## src/rtl/serial_mac_if.sv

```systemverilog
// serial_mac_if: handshake/data bundle for serial_mac.
//   slave  (MAC side) : i_start, i_input_neuron, i_weight_bit, i_enable, i_clear_acc in;
//                       o_busy, o_done, o_out out
//   master (driver)   : the mirror image
interface serial_mac_if #(
  parameter int DATA_W = 16
);
  logic              i_start;
  logic [DATA_W-1:0] i_input_neuron;
  logic              i_weight_bit;
  logic              i_enable;
  logic              i_clear_acc;
  logic              o_busy;
  logic              o_done;
  logic [DATA_W-1:0] o_out;

  modport master (
    output i_start, i_input_neuron, i_weight_bit, i_enable, i_clear_acc,
    input  o_busy, o_done, o_out
  );
  modport slave (
    input  i_start, i_input_neuron, i_weight_bit, i_enable, i_clear_acc,
    output o_busy, o_done, o_out
  );
endinterface

```

## src/rtl/serial_mac.sv

```systemverilog
// serial_mac: bit-serial signed multiply-accumulate.
//   A parallel signed neuron value is multiplied by a signed weight streamed
//   LSB first (one bit per enabled cycle), the product is added into a wide
//   accumulator and the Q-format result acc >>> FRAC_W is presented on o_out.
// Ports:
//   i_clk    - clock, rising edge
//   i_reset  - asynchronous active-low reset
//   bus      - serial_mac_if.slave: start/operand/weight bit/enable/clear in,
//              busy/done/out back
// Build option: SERIAL_MAC_SAT_EN - saturate acc at ACC_W signed limits and
//   out at DATA_W signed limits; undefined means both wrap.
module serial_mac #(
  parameter int DATA_W   = 16,
  parameter int WEIGHT_W = 16,
  parameter int FRAC_W   = 8,
  parameter int ACC_W    = 40
) (
  input  logic         i_clk,
  input  logic         i_reset,
  serial_mac_if.slave  bus
);
  localparam int CNT_W = $clog2(WEIGHT_W + 1);
  localparam logic [CNT_W-1:0] LAST = CNT_W'(WEIGHT_W - 1);

  localparam logic [1:0] S_IDLE  = 2'd0;
  localparam logic [1:0] S_SHIFT = 2'd1;
  localparam logic [1:0] S_ACC   = 2'd2;

  logic [1:0]        r_state;
  logic [ACC_W-1:0]  r_operand;
  logic [ACC_W-1:0]  r_partial;
  logic [ACC_W-1:0]  r_acc;
  logic [CNT_W-1:0]  r_cnt;
  logic [DATA_W-1:0] r_out;

  logic [ACC_W-1:0]  w_ext;
  logic [ACC_W-1:0]  w_term;
  logic [ACC_W-1:0]  w_partial_nxt;
  logic [ACC_W-1:0]  w_base;
  logic [ACC_W-1:0]  w_sum;
  logic [ACC_W-1:0]  w_acc_nxt;
  logic [DATA_W-1:0] w_out_nxt;
  logic              w_last;

  assign w_ext  = {{(ACC_W-DATA_W){bus.i_input_neuron[DATA_W-1]}}, bus.i_input_neuron};
  assign w_last = (r_cnt == LAST);
  assign w_term = bus.i_weight_bit ? (r_operand << r_cnt) : '0;
  // The MSB of a two's-complement weight carries negative weight.
  assign w_partial_nxt = w_last ? (r_partial - w_term) : (r_partial + w_term);

  // clear_acc in the ACC cycle clears first, then adds this product.
  assign w_base = bus.i_clear_acc ? '0 : r_acc;
  assign w_sum  = w_base + r_partial;

`ifdef SERIAL_MAC_SAT_EN
  localparam logic [ACC_W-1:0]  ACC_MAX = {1'b0, {(ACC_W-1){1'b1}}};
  localparam logic [ACC_W-1:0]  ACC_MIN = {1'b1, {(ACC_W-1){1'b0}}};
  localparam logic [DATA_W-1:0] OUT_MAX = {1'b0, {(DATA_W-1){1'b1}}};
  localparam logic [DATA_W-1:0] OUT_MIN = {1'b1, {(DATA_W-1){1'b0}}};

  logic              w_ovf;
  logic              w_in_rng;
  logic [ACC_W-1:0]  w_shr;

  // Overflow only when both addends share a sign the sum does not.
  assign w_ovf     = (w_base[ACC_W-1] == r_partial[ACC_W-1]) &&
                     (w_sum[ACC_W-1]  != w_base[ACC_W-1]);
  assign w_acc_nxt = w_ovf ? (w_base[ACC_W-1] ? ACC_MIN : ACC_MAX) : w_sum;
  assign w_shr     = $signed(w_acc_nxt) >>> FRAC_W;
  // In range when every bit above the out sign bit matches it.
  assign w_in_rng  = (&w_shr[ACC_W-1:DATA_W-1]) | ~(|w_shr[ACC_W-1:DATA_W-1]);
  assign w_out_nxt = w_in_rng ? w_shr[DATA_W-1:0] : (w_shr[ACC_W-1] ? OUT_MIN : OUT_MAX);
`else
  assign w_acc_nxt = w_sum;
  // Low DATA_W bits of acc >>> FRAC_W are just a bit-select of acc.
  assign w_out_nxt = w_acc_nxt[FRAC_W +: DATA_W];
`endif

  always_ff @(posedge i_clk or negedge i_reset) begin
    if (!i_reset) begin
      r_state   <= S_IDLE;
      r_operand <= '0;
      r_partial <= '0;
      r_acc     <= '0;
      r_cnt     <= '0;
      r_out     <= '0;
    end else begin
      case (r_state)
        S_IDLE: if (bus.i_start) begin
          // Bit 0 is taken on the start cycle; enable does not matter here.
          r_operand <= w_ext;
          r_partial <= bus.i_weight_bit ? w_ext : '0;
          r_cnt     <= CNT_W'(1);
          r_state   <= S_SHIFT;
        end
        S_SHIFT: if (bus.i_enable) begin
          r_partial <= w_partial_nxt;
          r_cnt     <= r_cnt + CNT_W'(1);
          if (w_last) r_state <= S_ACC;
        end
        S_ACC: begin
          r_acc   <= w_acc_nxt;
          r_out   <= w_out_nxt;
          r_state <= S_IDLE;
        end
        default: r_state <= S_IDLE;
      endcase
      if (bus.i_clear_acc && r_state != S_ACC) r_acc <= '0;
    end
  end

  assign bus.o_busy = (r_state != S_IDLE);
  assign bus.o_done = (r_state == S_ACC);
  assign bus.o_out  = r_out;
endmodule
```

## src/flat_wrapper.sv

```systemverilog
// flat-port wrapper written by rule: the top's interface ports become plain ports
module serial_mac_flat 
#(
  parameter int DATA_W   = 16,
  parameter int WEIGHT_W = 16,
  parameter int FRAC_W   = 8,
  parameter int ACC_W    = 40
)
  (i_clk, i_reset, bus_i_start, bus_i_input_neuron, bus_i_weight_bit, bus_i_enable, bus_i_clear_acc, bus_o_busy, bus_o_done, bus_o_out);
  serial_mac_if #(.DATA_W(DATA_W)) bus_i ();
  input  logic i_clk;
  input  logic i_reset;
  input wire logic [$bits(bus_i.i_start)-1:0] bus_i_start;
  input wire logic [$bits(bus_i.i_input_neuron)-1:0] bus_i_input_neuron;
  input wire logic [$bits(bus_i.i_weight_bit)-1:0] bus_i_weight_bit;
  input wire logic [$bits(bus_i.i_enable)-1:0] bus_i_enable;
  input wire logic [$bits(bus_i.i_clear_acc)-1:0] bus_i_clear_acc;
  output wire logic [$bits(bus_i.o_busy)-1:0] bus_o_busy;
  output wire logic [$bits(bus_i.o_done)-1:0] bus_o_done;
  output wire logic [$bits(bus_i.o_out)-1:0] bus_o_out;
  assign bus_i.i_start = bus_i_start;
  assign bus_i.i_input_neuron = bus_i_input_neuron;
  assign bus_i.i_weight_bit = bus_i_weight_bit;
  assign bus_i.i_enable = bus_i_enable;
  assign bus_i.i_clear_acc = bus_i_clear_acc;
  assign bus_o_busy = bus_i.o_busy;
  assign bus_o_done = bus_i.o_done;
  assign bus_o_out = bus_i.o_out;
  serial_mac #(.DATA_W(DATA_W), .WEIGHT_W(WEIGHT_W), .FRAC_W(FRAC_W), .ACC_W(ACC_W)) u_core (.i_clk(i_clk), .i_reset(i_reset), .bus(bus_i));
endmodule
```

## config.mk

```make
export PLATFORM = sky130hd
export DESIGN_NAME = serial_mac_flat
export DESIGN_NICKNAME = d
export VERILOG_FILES = /design/src/rtl/serial_mac_if.sv /design/src/rtl/serial_mac.sv /design/src/flat_wrapper.sv
export SDC_FILE = /design/constraint.sdc
export NUM_CORES = 1
export LEC_CHECK = 0
export ABC_AREA = 1
export BUFFER_PORTS_ARGS = -buffer_cell sky130_fd_sc_hd__buf_4
export CAP_MARGIN = 40
export CORE_UTILIZATION = 60
export CTS_BUF_LIST = sky130_fd_sc_hd__clkbuf_8
export DETAILED_ROUTE_END_ITERATION = 16
export PLACE_DENSITY = 0.84
export SYNTH_ARGS = -nofsm -noshare
export SYNTH_HDL_FRONTEND = slang
export SYNTH_SLANG_ARGS = --single-unit
```

## constraint.sdc

```tcl
create_clock -name i_clk -period 8.62 [get_ports i_clk]
set_input_delay 1.724 -clock i_clk [delete_from_list [all_inputs] [get_ports i_clk]]
set_output_delay 1.724 -clock i_clk [all_outputs]
set_load 0.03 [all_outputs]
```

* Yosys cells after proc, flatten, opt, wreduce, memory -nomap -nowiden
Cells that the tools add are included.
Cells by class: multipliers 0, bitwise logic cells 0, reduce and logical (&&, ||, !) cells 8, magnitude comparators 0, divide/modulo/power cells 0, shifts and indexed selects 1, multiplexer cells 16, eq/ne operators 7, add/sub/neg operators 4
Operators with widths (count):
- $mux W40 | 8
- $add A40 B40 Y40 | 2
- $pmux W40 S2 | 1
- $shl A40 B5 Y40 | 1
- $sub A40 B40 Y40 | 1
- $mux W5 | 2
- $pmux W5 S2 | 1
- $mux W2 | 3
- $ne A2 B2 Y1 const B | 3
- $reduce_and A3 Y1 | 2
- $reduce_bool A2 Y1 | 3
- $add A5 B1 Y5 const B | 1
- $eq A5 B4 Y1 const B | 1
- $pmux W2 S2 | 1
- $eq A2 B1 Y1 const B | 1
- $eq A2 B2 Y1 const B | 1
- $logic_not A2 Y1 | 1
- $ne A2 B1 Y1 const B | 1
- $reduce_and A2 Y1 | 1
- $logic_and A1 B1 Y1 | 1
Word-level totals: output and inout bits 18, bits in latches 0, memories kept 0, RAM bits 0, register bits 119, memory bits (read-only) 0

* Depth between registers and ports, before layout
Gate-level depths: netlist (run 1).
word-level depth 6, depth in mapped cells 27, depth with buffers taken out 25

* Worst setup path after synthesis (run 1)
No wires, ideal clock.
path type input-to-reg, start point input port bus_i_weight_bit, end point register u_core.r_partial[21], cell stages on the path 20, path slack 4.114 ns, buffers on the path 1, arrival time 4.380 ns, library setup time 0.126 ns, cells stage by stage inv_1 nor2_1 buf_4 nand4_1 nand2_1 nor2_2 nand4_2 o21ai_2 nand2_1 xor2_1 inv_1 ha_1 nand2_1 nor4_1 nand3_1 nand3_1 a31o_2 a21oi_1 o21ai_0 a21oi_1
Between the ends: word-level cells in the longest chain between the ends 5, elaborated cells between the ends (all ways) 8, classes of those cells add/sub: 2; mux: 6
Ends and longest elaborated chain:
- start, declared | line flat_wrapper.sv:15 | input wire logic [$bits(bus_i.i_weight_bit)-1:0] bus_i_weight_bit;
- $mux W40 | line serial_mac.sv:47 | assign w_term = bus.i_weight_bit ? (r_operand << r_cnt) : '0;
- $add A40 B40 Y40 or $sub A40 B40 Y40 (tied branches) | line serial_mac.sv:49 | assign w_partial_nxt = w_last ? (r_partial - w_term) : (r_partial + w_term);
- $mux W40 | line serial_mac.sv:49
- $mux W40 | line serial_mac.sv:96 | S_SHIFT: if (bus.i_enable) begin
- $pmux W40 S2 (*) | line serial_mac.sv:88 | case (r_state)
- end signal, assigned | line serial_mac.sv:92 | r_partial <= bus.i_weight_bit ? w_ext : '0;
- end signal, assigned | line serial_mac.sv:97 | r_partial <= w_partial_nxt;
- end, declared | line serial_mac.sv:31 | logic [ACC_W-1:0] r_partial;
Every way passes the cells marked *; elsewhere a longest branch is shown, timed or not. The select of a mux whose other input is x is not followed. A chain may end at the register's enable or synchronous reset.

* Final worst setup path (run 1)
Same ends and word-level chain as after synthesis.

==> out/qor.yml, run 1 <==
drc: 0
fin_crit_sh_pct: 58.6
hold_viol_final: 0
worstMarginPinSlew_ns: 0.796
synth.avg_cell_area_sq_um: 6.69
seq_area_frac_synth_pct: 29.4
placed_cells: 1266
final_cell_mix: "nand2_1, inv_1, nor2_1, a21oi_1, nand3_1"
netlist_instances: 1109
routed_via_density: 5.77
cap_violations: 0
setup_viol: 0
crit_path_top_delay_cell: "nor4_1"
grt_antenna_before_repair: 0
wl_um: 19400
htreeDepth: 3
hold_path_class: "flip-flop to flip-flop"
synthesis.nets: 1182
synth.cell_area_sq_um: 7410
synthDistinctLibCells: 44
portBuffers: 39
post_cts.repair.setup_buffers: 0
startpoint_type: "input port"
period_minus_slack_ns: 5.05
cts_resized: 0
clock_sinks: 87
async_flop_share_pct: 100
dr.first_iter.drc_count: 578
rows: 40
dieArea_sq_um: 12800
core_sq_um: 12000
cts_tree: "built"
die_h_um: 113
io_pins: 40
hold_buffers: 0
drive_gt1_share_pct: 8.99
initial_core_util_pct: 61.7
grt_pass1_wl_um: 32300
wl_per_cell_um: 15.1
grt_use_total_pct: 31.8
via_count: 7391
cts.clk_slew.worst_paths_ns: 0.11
critical_path_arrival_ns: 5.34
rsz0062_at_grt: "no"
critPathTopFamily: "simple AND/OR/NAND/NOR gates"
antenna_cells: 0
root_buffer: "clkbuf_8"
drv_slew: 0
layout_commonest_cell: "nand2_1"
ys_warn_count: 0
grt_max_degree: 45
cp_common_cell: "a21oi_1"
run_status: "finished, final reports clean"
worst-path-max-fanout: 9
fin_worst_skew_ns: 0.0152
synth_edf_count: 0
clk_latency_ns: 0.40
fin_cells: 1282
area_growth_syn_to_layout_pct: 7.71
die_x_um: 113
ys.flop_type: "dfrtp_1"
synth_seq_cells: 87
critPathBufInv: 6
grt_pass1_vias: 6977
relSlewSlack_pct: 46.9
final_net_count: 1203
final_antenna_net_count: 0
clk_path_buf_depth: 2
critical_path_required_ns: 8.91
fin_setup_tns_ns: 0
crit_path_end_kind: "flip-flop"
gp_congestion: 0.994
critPathKind: "input port to flip-flop"
fmax_ghz: 0.198
cp_cell_sequence: "buf_4 -> inv_1 -> nor2_1 -> buf_4 -> inv_1 -> a21oi_1 -> o21ai_2 -> nand2_1 -> clkinv_1 -> nand4_2 -> nor2_2 -> a21oi_1 -> xor2_1 -> inv_1 -> ha_1 -> nand2_1 -> nor4_1 -> nand3_1 -> nand3_1 -> a31o_2 -> a21oi_1 -> o21ai_0 -> a21oi_1"
cts_inserted_buffers: 9
dp_hpwl_um: 15000
drt_pass1_iterations: 6
slowest_delay_ns: 0.42
grt-ovfl-total: 0
## Yosys cell counts (all sizes together), types with 2 or more instances
master	n	share of area (%)
o31ai	3	0.30
nand2	312	16
nand3b	2	0.20
a21oi	99	6.7
o22ai	4	0.34
nor2	108	5.7
buf	16	1.4
a211oi	3	0.30
a31oi	16	1.4
o21bai	5	0.51
nand3	108	8.2
xnor2	12	1.4
nor3	12	0.88
fa	2	0.54
dfrtp	87	29
o211ai	2	0.20
clkinv	4	0.20
ha	49	8.3
nor4	3	0.25
xor2	24	2.8
o21ai	84	5.9
inv	111	5.7
nand4	14	1.3
o32ai	3	0.35
clkbuf	20	1.0
## metrics by stage
stage,util (%),setup slack [ns],area [sq um],hold WS (ns)
after floorplan,-,4.11,7410,0.471
after global placement,64.5,2.95,7750,0.464
after detailed placement,64.8,3.22,7780,0.467
after CTS,66.5,3.63,7990,0.490
after global routing,66.5,3.13,7990,0.505
final,66.5,3.57,7990,0.484
## metal layers
metal | vias up | routed length (um) | global-route usage, %
met1 | 3374 | 8390 | 38.5
met3 | 45 | 1010 | 5.14
met4 | 0 | 652 | 12.5
met5 | - | 0 | 0
li1 | 3725 | - | -
met2 | 247 | 9340 | 56.4
## worst min-delay path: cells and delay by family (launching register included)
kind,cells,cell delay (ns)
and+or+nand+nor,2,0.10
DFF,1,0.35
## state kept, by name, summed over array words and instances (netlist names)
name / count
u_core.r_partial: 24
u_core.bus.o_out: 16
u_core.r_operand: 16
u_core.r_cnt: 5
u_core.r_acc: 24
u_core.r_state: 2
## path summary, 6_finish.rpt
path                                            startpoint                                to  slack (ns)  depth (start not counted)
max in group asynchronous                          i_reset  u_core.bus.o_out[13]$_DFFE_PN0P_        6.35                          2
setup reg to reg               u_core.r_cnt[2]$_DFFE_PN0P_  u_core.r_partial[16]$_DFFE_PN0P_        3.91                         18
hold reg to reg            u_core.bus.o_out[0]$_DFFE_PN0P_   u_core.bus.o_out[0]$_DFFE_PN0P_        0.48                          2
setup / recovery                          bus_i_weight_bit  u_core.r_partial[21]$_DFFE_PN0P_        3.57                         23
min in group asynchronous                          i_reset     u_core.r_state[1]$_DFFE_PN0P_        1.33                          1
hold / removal             u_core.bus.o_out[0]$_DFFE_PN0P_   u_core.bus.o_out[0]$_DFFE_PN0P_        0.48                          2
## area by class of cell
class                      instances  area (sq um)
sequential                        87          2180
timing repair buffer              46           365
multi-input combinational        871          4620
clock buffer                       9           124
fill                            1091          4030
inverter                         115           437
tap                              147           184
clock inverter                     7          77.6
## cell families (layout without fill, tap and decap cells)
family	after synthesis	in the layout	synth area share [%]
simple gates	561	561	32.9
compound gates	223	223	16.4
buf+inv	151	177	8.30
xor+xnor	36	36	4.25
flops	87	87	29.4
fa+ha+maj	51	51	8.81
Power of run 1 is not shown: default switching activity piles up to over one toggle a cycle in this logic, so the estimate is an artifact.
==> run 2, diff against run 1 <==
--- a/config.mk
+++ b/config.mk
@@ -8,10 +8,10 @@
 export ABC_AREA = 1
 export BUFFER_PORTS_ARGS = -buffer_cell sky130_fd_sc_hd__buf_4
 export CAP_MARGIN = 40
-export CORE_UTILIZATION = 60
+export CORE_UTILIZATION = 58
 export CTS_BUF_LIST = sky130_fd_sc_hd__clkbuf_8
 export DETAILED_ROUTE_END_ITERATION = 16
-export PLACE_DENSITY = 0.84
+export PLACE_DENSITY = 0.85
 export SYNTH_ARGS = -nofsm -noshare
 export SYNTH_HDL_FRONTEND = slang
 export SYNTH_SLANG_ARGS = --single-unit
==> constraint.sdc (replaced) <==
create_clock -name i_clk -period 4.55 [get_ports i_clk]
set_input_delay 0.91 -clock i_clk [delete_from_list [all_inputs] [get_ports i_clk]]
set_output_delay 0.91 -clock i_clk [all_outputs]
set_load 0.03 [all_outputs]
==> run 2 against run 1 <==
  * Largest cell class unchanged
  * First-iteration DRC count fell by 24%
  * Sequential share of layout area shrank 0.31 points
  * Critical path type is now flip-flop to flip-flop
  * Utilization shrank 0.33 points
  * Non-clock buffer count increased by 8
==> out/qor.yml, run 2 (same netlist as run 1, synthesis figures left out) <==
run_status: "finished, final reports clean"
clk_path_buf_depth: 2
final_area_sq_um: 8080
reg_top3: "u_core.r_acc: 24 flops, u_core.r_partial: 24 flops"
initial_core_util_pct: 60.7
startpoint_type: "flip-flop"
gp_congestion: 1.07
io_pins: 40
hold_path_class: "flip-flop to flip-flop"
die_x_um: 115
worst-path-max-fanout: 14
critPathKind: "flip-flop to flip-flop"
crit_path_end_kind: "flip-flop"
layout_commonest_cell: "nand2_1"
finalWorstSetupSlack_ns: 0.365
fin_setup_tns_ns: 0
setup_viol: 0
placed_area_sq_um: 7890
die_h_um: 115
wl_per_cell_um: 15.0
cts_tree: "built"
portBuffers: 39
final_antenna_net_count: 0
cap_violations: 0
root_buffer: "clkbuf_8"
clk_latency_ns: 0.39
grt_use_total_pct: 31.8
via_count: 7368
routed_via_density: 5.62
grt-ovfl-total: 0
core_sq_um: 12200
clock_sinks: 87
worstMarginPinSlew_ns: 0.740
area_growth_syn_to_layout_pct: 8.96
fin_crit_sh_pct: 92.0
cts_inserted_buffers: 9
post_cts.repair.setup_buffers: 0
rsz0062_at_grt: "no"
dieArea_sq_um: 13200
grt_antenna_before_repair: 0
wl_um: 19700
drv_slew: 0
relSlewSlack_pct: 50.6
grt_pass1_wl_um: 32700
final_cell_mix: "nand2_1, inv_1, nor2_1, a21oi_1, nand3_1"
final_net_count: 1211
drive_gt1_share_pct: 9.71
period_minus_slack_ns: 4.18
dr.first_iter.drc_count: 441
final_util_pct: 66.2
fin_worst_skew_ns: 0.00924
grt_pass1_vias: 6951
hold_viol_final: 0
critical_path_arrival_ns: 4.45
cts.clk_slew.worst_paths_ns: 0.09
dp_hpwl_um: 15600
fmax_ghz: 0.239
htreeDepth: 3
pre_cts_ws_ns: -0.0307
rows: 40
grt_max_degree: 49
antenna_cells: 0
drt_pass1_iterations: 5
critical_path_required_ns: 4.82
drc: 0
==> run 2: worst max-delay path: stages (launching register included) <==
cell	delay [ns]
dfrtp_1	0.48
buf_4	0.24
nand2_1	0.09
nand3_1	0.12
nand4_1	0.18
nor2_1	0.11
nor2_2	0.14
nand3_2	0.10
nor2_2	0.17
nand4_2	0.12
nor2_2	0.18
inv_2	0.06
o21ai_2	0.12
xor2_1	0.15
inv_1	0.05
ha_1	0.38
nand2_1	0.16
nor4_2	0.49
nand4_1	0.29
nand3_1	0.18
a21oi_1	0.07
o21ai_0	0.11
a21oi_1	0.09
==> run 2: final timing paths <==
| path | cells past startpoint | to | start | slack, ns |
|---|---|---|---|---|
| max | 22 | u_core.r_partial[20]$_DFFE_PN0P_ | u_core.r_cnt[0]$_DFFE_PN0P_ | 0.37 |
| min | 2 | u_core.bus.o_out[2]$_DFFE_PN0P_ | u_core.bus.o_out[2]$_DFFE_PN0P_ | 0.48 |
| max reg2reg | 22 | u_core.r_partial[20]$_DFFE_PN0P_ | u_core.r_cnt[0]$_DFFE_PN0P_ | 0.37 |
| min reg2reg | 2 | u_core.bus.o_out[2]$_DFFE_PN0P_ | u_core.bus.o_out[2]$_DFFE_PN0P_ | 0.48 |
| min in group asynchronous | 1 | u_core.r_acc[8]$_DFFE_PN0P_ | i_reset | 0.49 |
| max in group asynchronous | 2 | u_core.r_operand[1]$_DFFE_PN0P_ | i_reset | 3.42 |
==> run 2: cell type report <==
cell class | count | area (sq um)
tap | 168 | 210
fill | 1160 | 4130
clock inverter | 6 | 43.8
multi-input combinational | 871 | 4630
sequential | 87 | 2180
timing repair buffer | 54 | 445
inverter | 115 | 437
clock buffer | 10 | 138
==> run 2: stage by stage <==
step,hold WS [ns],instances
after floorplan,0.471,1109
after detailed placement,0.467,1295
final,0.484,1311
after global placement,0.464,1293
after CTS,0.490,1311
after global routing,0.510,1311
==> run 2: metal layers <==
metal,routed length (um),vias to the layer above,GRT usage (%)
met3,896,49,4.53
met4,742,0,14.0
li1,-,3750,-
met2,9470,205,55.3
met5,0,-,0
met1,8600,3364,39.2
==> run 2: repair_timing <==
item / in CTS / in global routing
endpoints found under the setup margin: 0 / 1
gates resized for setup: 0 / 1
hold buffers: 0 / 0
Power of run 2 is left out for the same reason.
==> run 3, diff against run 2 <==
--- a/config.mk
+++ b/config.mk
@@ -12,6 +12,7 @@
 export CTS_BUF_LIST = sky130_fd_sc_hd__clkbuf_8
 export DETAILED_ROUTE_END_ITERATION = 16
 export PLACE_DENSITY = 0.85
+export RECOVER_POWER = 100
 export SYNTH_ARGS = -nofsm -noshare
 export SYNTH_HDL_FRONTEND = slang
 export SYNTH_SLANG_ARGS = --single-unit
==> run 3 against run 2 <==
  * The flow now finishes with violations (capacitance limit, slew limit)
  * Utilization shrank 0.88 points
  * Global-route usage is the same
  * Register-to-register slack is essentially flat
  * First-iteration DRC count grew 7.5%
  * Fmax is essentially flat
  * Non-clock buffer count is the same
  * Critical path depth is the same
  * Cell count is the same
  * Setup slack lost 0.00059 ns
  * Count of clock-buffer cells in the layout is the same
  * Sequential share of layout area grew 0.36 points
  * Via count grew 0.38%
  * Critical endpoint unchanged
==> out/qor.yml, run 3 (same netlist as run 1, synthesis figures left out) <==
area_growth_syn_to_layout_pct: 7.51
hold_viol_final: 0
r2r-start: "u_core.r_cnt[0]$_DFFE_PN0P_"
clk_path_buf_depth: 2
cts_tree: "built"
antenna_cells: 0
wl_per_cell_um: 15.1
fin_setup_tns_ns: 0
critical_path_required_ns: 4.82
fin_crit_sh_pct: 92.0
cap_violations: 1
grt_pass1_vias: 6951
critPathKind: "flip-flop to flip-flop"
htreeDepth: 3
die_h_um: 115
drc: 0
r2r_end: "u_core.r_partial[20]$_DFFE_PN0P_"
grt_max_degree: 49
startpoint_type: "flip-flop"
startpoint: "u_core.r_cnt[0]$_DFFE_PN0P_"
relSlewSlack_pct: -41.6
slowest_delay_ns: 0.49
crit_path_end_kind: "flip-flop"
grt_use_total_pct: 31.8
dp_hpwl_um: 15600
reg2reg_depth: 22
hold_path_class: "flip-flop to flip-flop"
rsz0062_at_grt: "no"
hold_buffers: 0
r2r_setup_slack_ns: 0.36
critical_path_arrival_ns: 4.45
clock_sinks: 87
portBuffers: 39
gp_congestion: 1.07
grt_pass1_wl_um: 32700
run_status: "finished with violations"
endpoint: "u_core.r_partial[20]$_DFFE_PN0P_"
final_area_sq_um: 7970
final_cell_mix: "nand2_1, inv_1, nor2_1, a21oi_1, nand3_1"
crit_path_top_delay_cell: "nor4_2"
final_antenna_net_count: 0
grt_antenna_before_repair: 0
drv_slew: 41
core_sq_um: 12200
reg_top3: "u_core.r_acc: 24 flops, u_core.r_partial: 24 flops"
wl_um: 19700
violations: "capacitance limit, slew limit"
layout_commonest_cell: "nand2_1"
drt_pass1_iterations: 5
final_net_count: 1211
cp_cell_sequence: "buf_4 -> nand2_1 -> nand3_1 -> nand4_1 -> nor2_1 -> nor2_2 -> nand3_2 -> nor2_2 -> nand4_2 -> nor2_2 -> inv_2 -> o21ai_2 -> xor2_1 -> inv_1 -> ha_1 -> nand2_1 -> nor4_2 -> nand4_1 -> nand3_1 -> a21oi_1 -> o21ai_0 -> a21oi_1"
via_count: 7396
cts_inserted_buffers: 9
placed_area_sq_um: 7890
worstMarginPinSlew_ns: 2.12
cts.clk_slew.worst_paths_ns: 0.09
rows: 40
drive_gt1_share_pct: 7.70
grt-ovfl-total: 0
routed_via_density: 5.64
holdWs_ns: 0.481
worst-path-max-fanout: 14
fin_worst_skew_ns: 0.00932
setup_viol: 0
root_buffer: "clkbuf_8"
cp_common_cell: "nor2_2"
io_pins: 40
fmax_ghz: 0.239
dieArea_sq_um: 13200
initial_core_util_pct: 60.7
dr.first_iter.drc_count: 474
period_minus_slack_ns: 4.19
clk_latency_ns: 0.39
die_x_um: 115
[run 3: cell count changes in the layout (fill, tap and decap cells not counted), moves of 3 or more]
cell and change:
o21ai_1 -3, clkbuf_1 +22, o21ai_0 +3, buf_4 -23
[run 3: how the worst min path moves through the flow]
stage	end	start	slack, ns	depth (start not counted)
after CTS	u_core.r_acc[8]$_DFFE_PN0P_	i_reset	0.49	1
after global routing	u_core.bus.o_out[2]$_DFFE_PN0P_	u_core.bus.o_out[2]$_DFFE_PN0P_	0.51	2
final	u_core.bus.o_out[2]$_DFFE_PN0P_	u_core.bus.o_out[2]$_DFFE_PN0P_	0.48	2
after global placement	u_core.bus.o_out[2]$_DFFE_PN0P_	u_core.bus.o_out[2]$_DFFE_PN0P_	0.46	2
after floorplan	u_core.r_operand[11]$_DFFE_PN0P_	u_core.r_operand[11]$_DFFE_PN0P_	0.47	2
after detailed placement	u_core.bus.o_out[14]$_DFFE_PN0P_	u_core.bus.o_out[14]$_DFFE_PN0P_	0.47	2
[run 3: repair_timing]
| action | CTS | global route |
|---|---|---|
| setup endpoints to repair | 0 | 1 |
| buffers inserted | 0 | 0 |
| resized for setup | 0 | 1 |
[run 3: worst max-delay path: cells and delay by family, from the launching register on]
| family | cells | cell delay [ns] |
|---|---|---|
| flops | 1 | 0.48 |
| xor+xnor | 1 | 0.15 |
| fa+ha+maj | 1 | 0.38 |
| compound gates | 4 | 0.39 |
| buf+inv | 3 | 0.34 |
| simple gates | 13 | 2.33 |
[run 3: per-layer routing]
layer,share of wire (%),GRT usage [%]
met5,0,0
met2,48,55.3
met3,5.4,4.53
met1,43,39.2
met4,3.8,14.0
[run 3: stage by stage]
| step | cells | setup WS [ns] | util (%) |
|---|---|---|---|
| 3_3_place_gp | 1293 | 0.0718 | 64.2 |
| 2_1_floorplan | 1109 | 0.858 | - |
| 4_1_cts | 1311 | 0.278 | 66.1 |
| 5_1_grt | 1311 | 0.0763 | 65.3 |
| 6_report | 1311 | 0.364 | 65.3 |
| 3_5_place_dp | 1295 | -0.0307 | 64.6 |
[run 3: cell type report]
type,instances,area (sq um)
inverters,115,437
flip-flops and latches,87,2180
well taps,168,210
multi-input cells,871,4630
fillers,1191,4240
clock buffers,10,138
repair buffers,54,340
clock inverters,6,43.8
Power of run 3 is left out for the same reason.
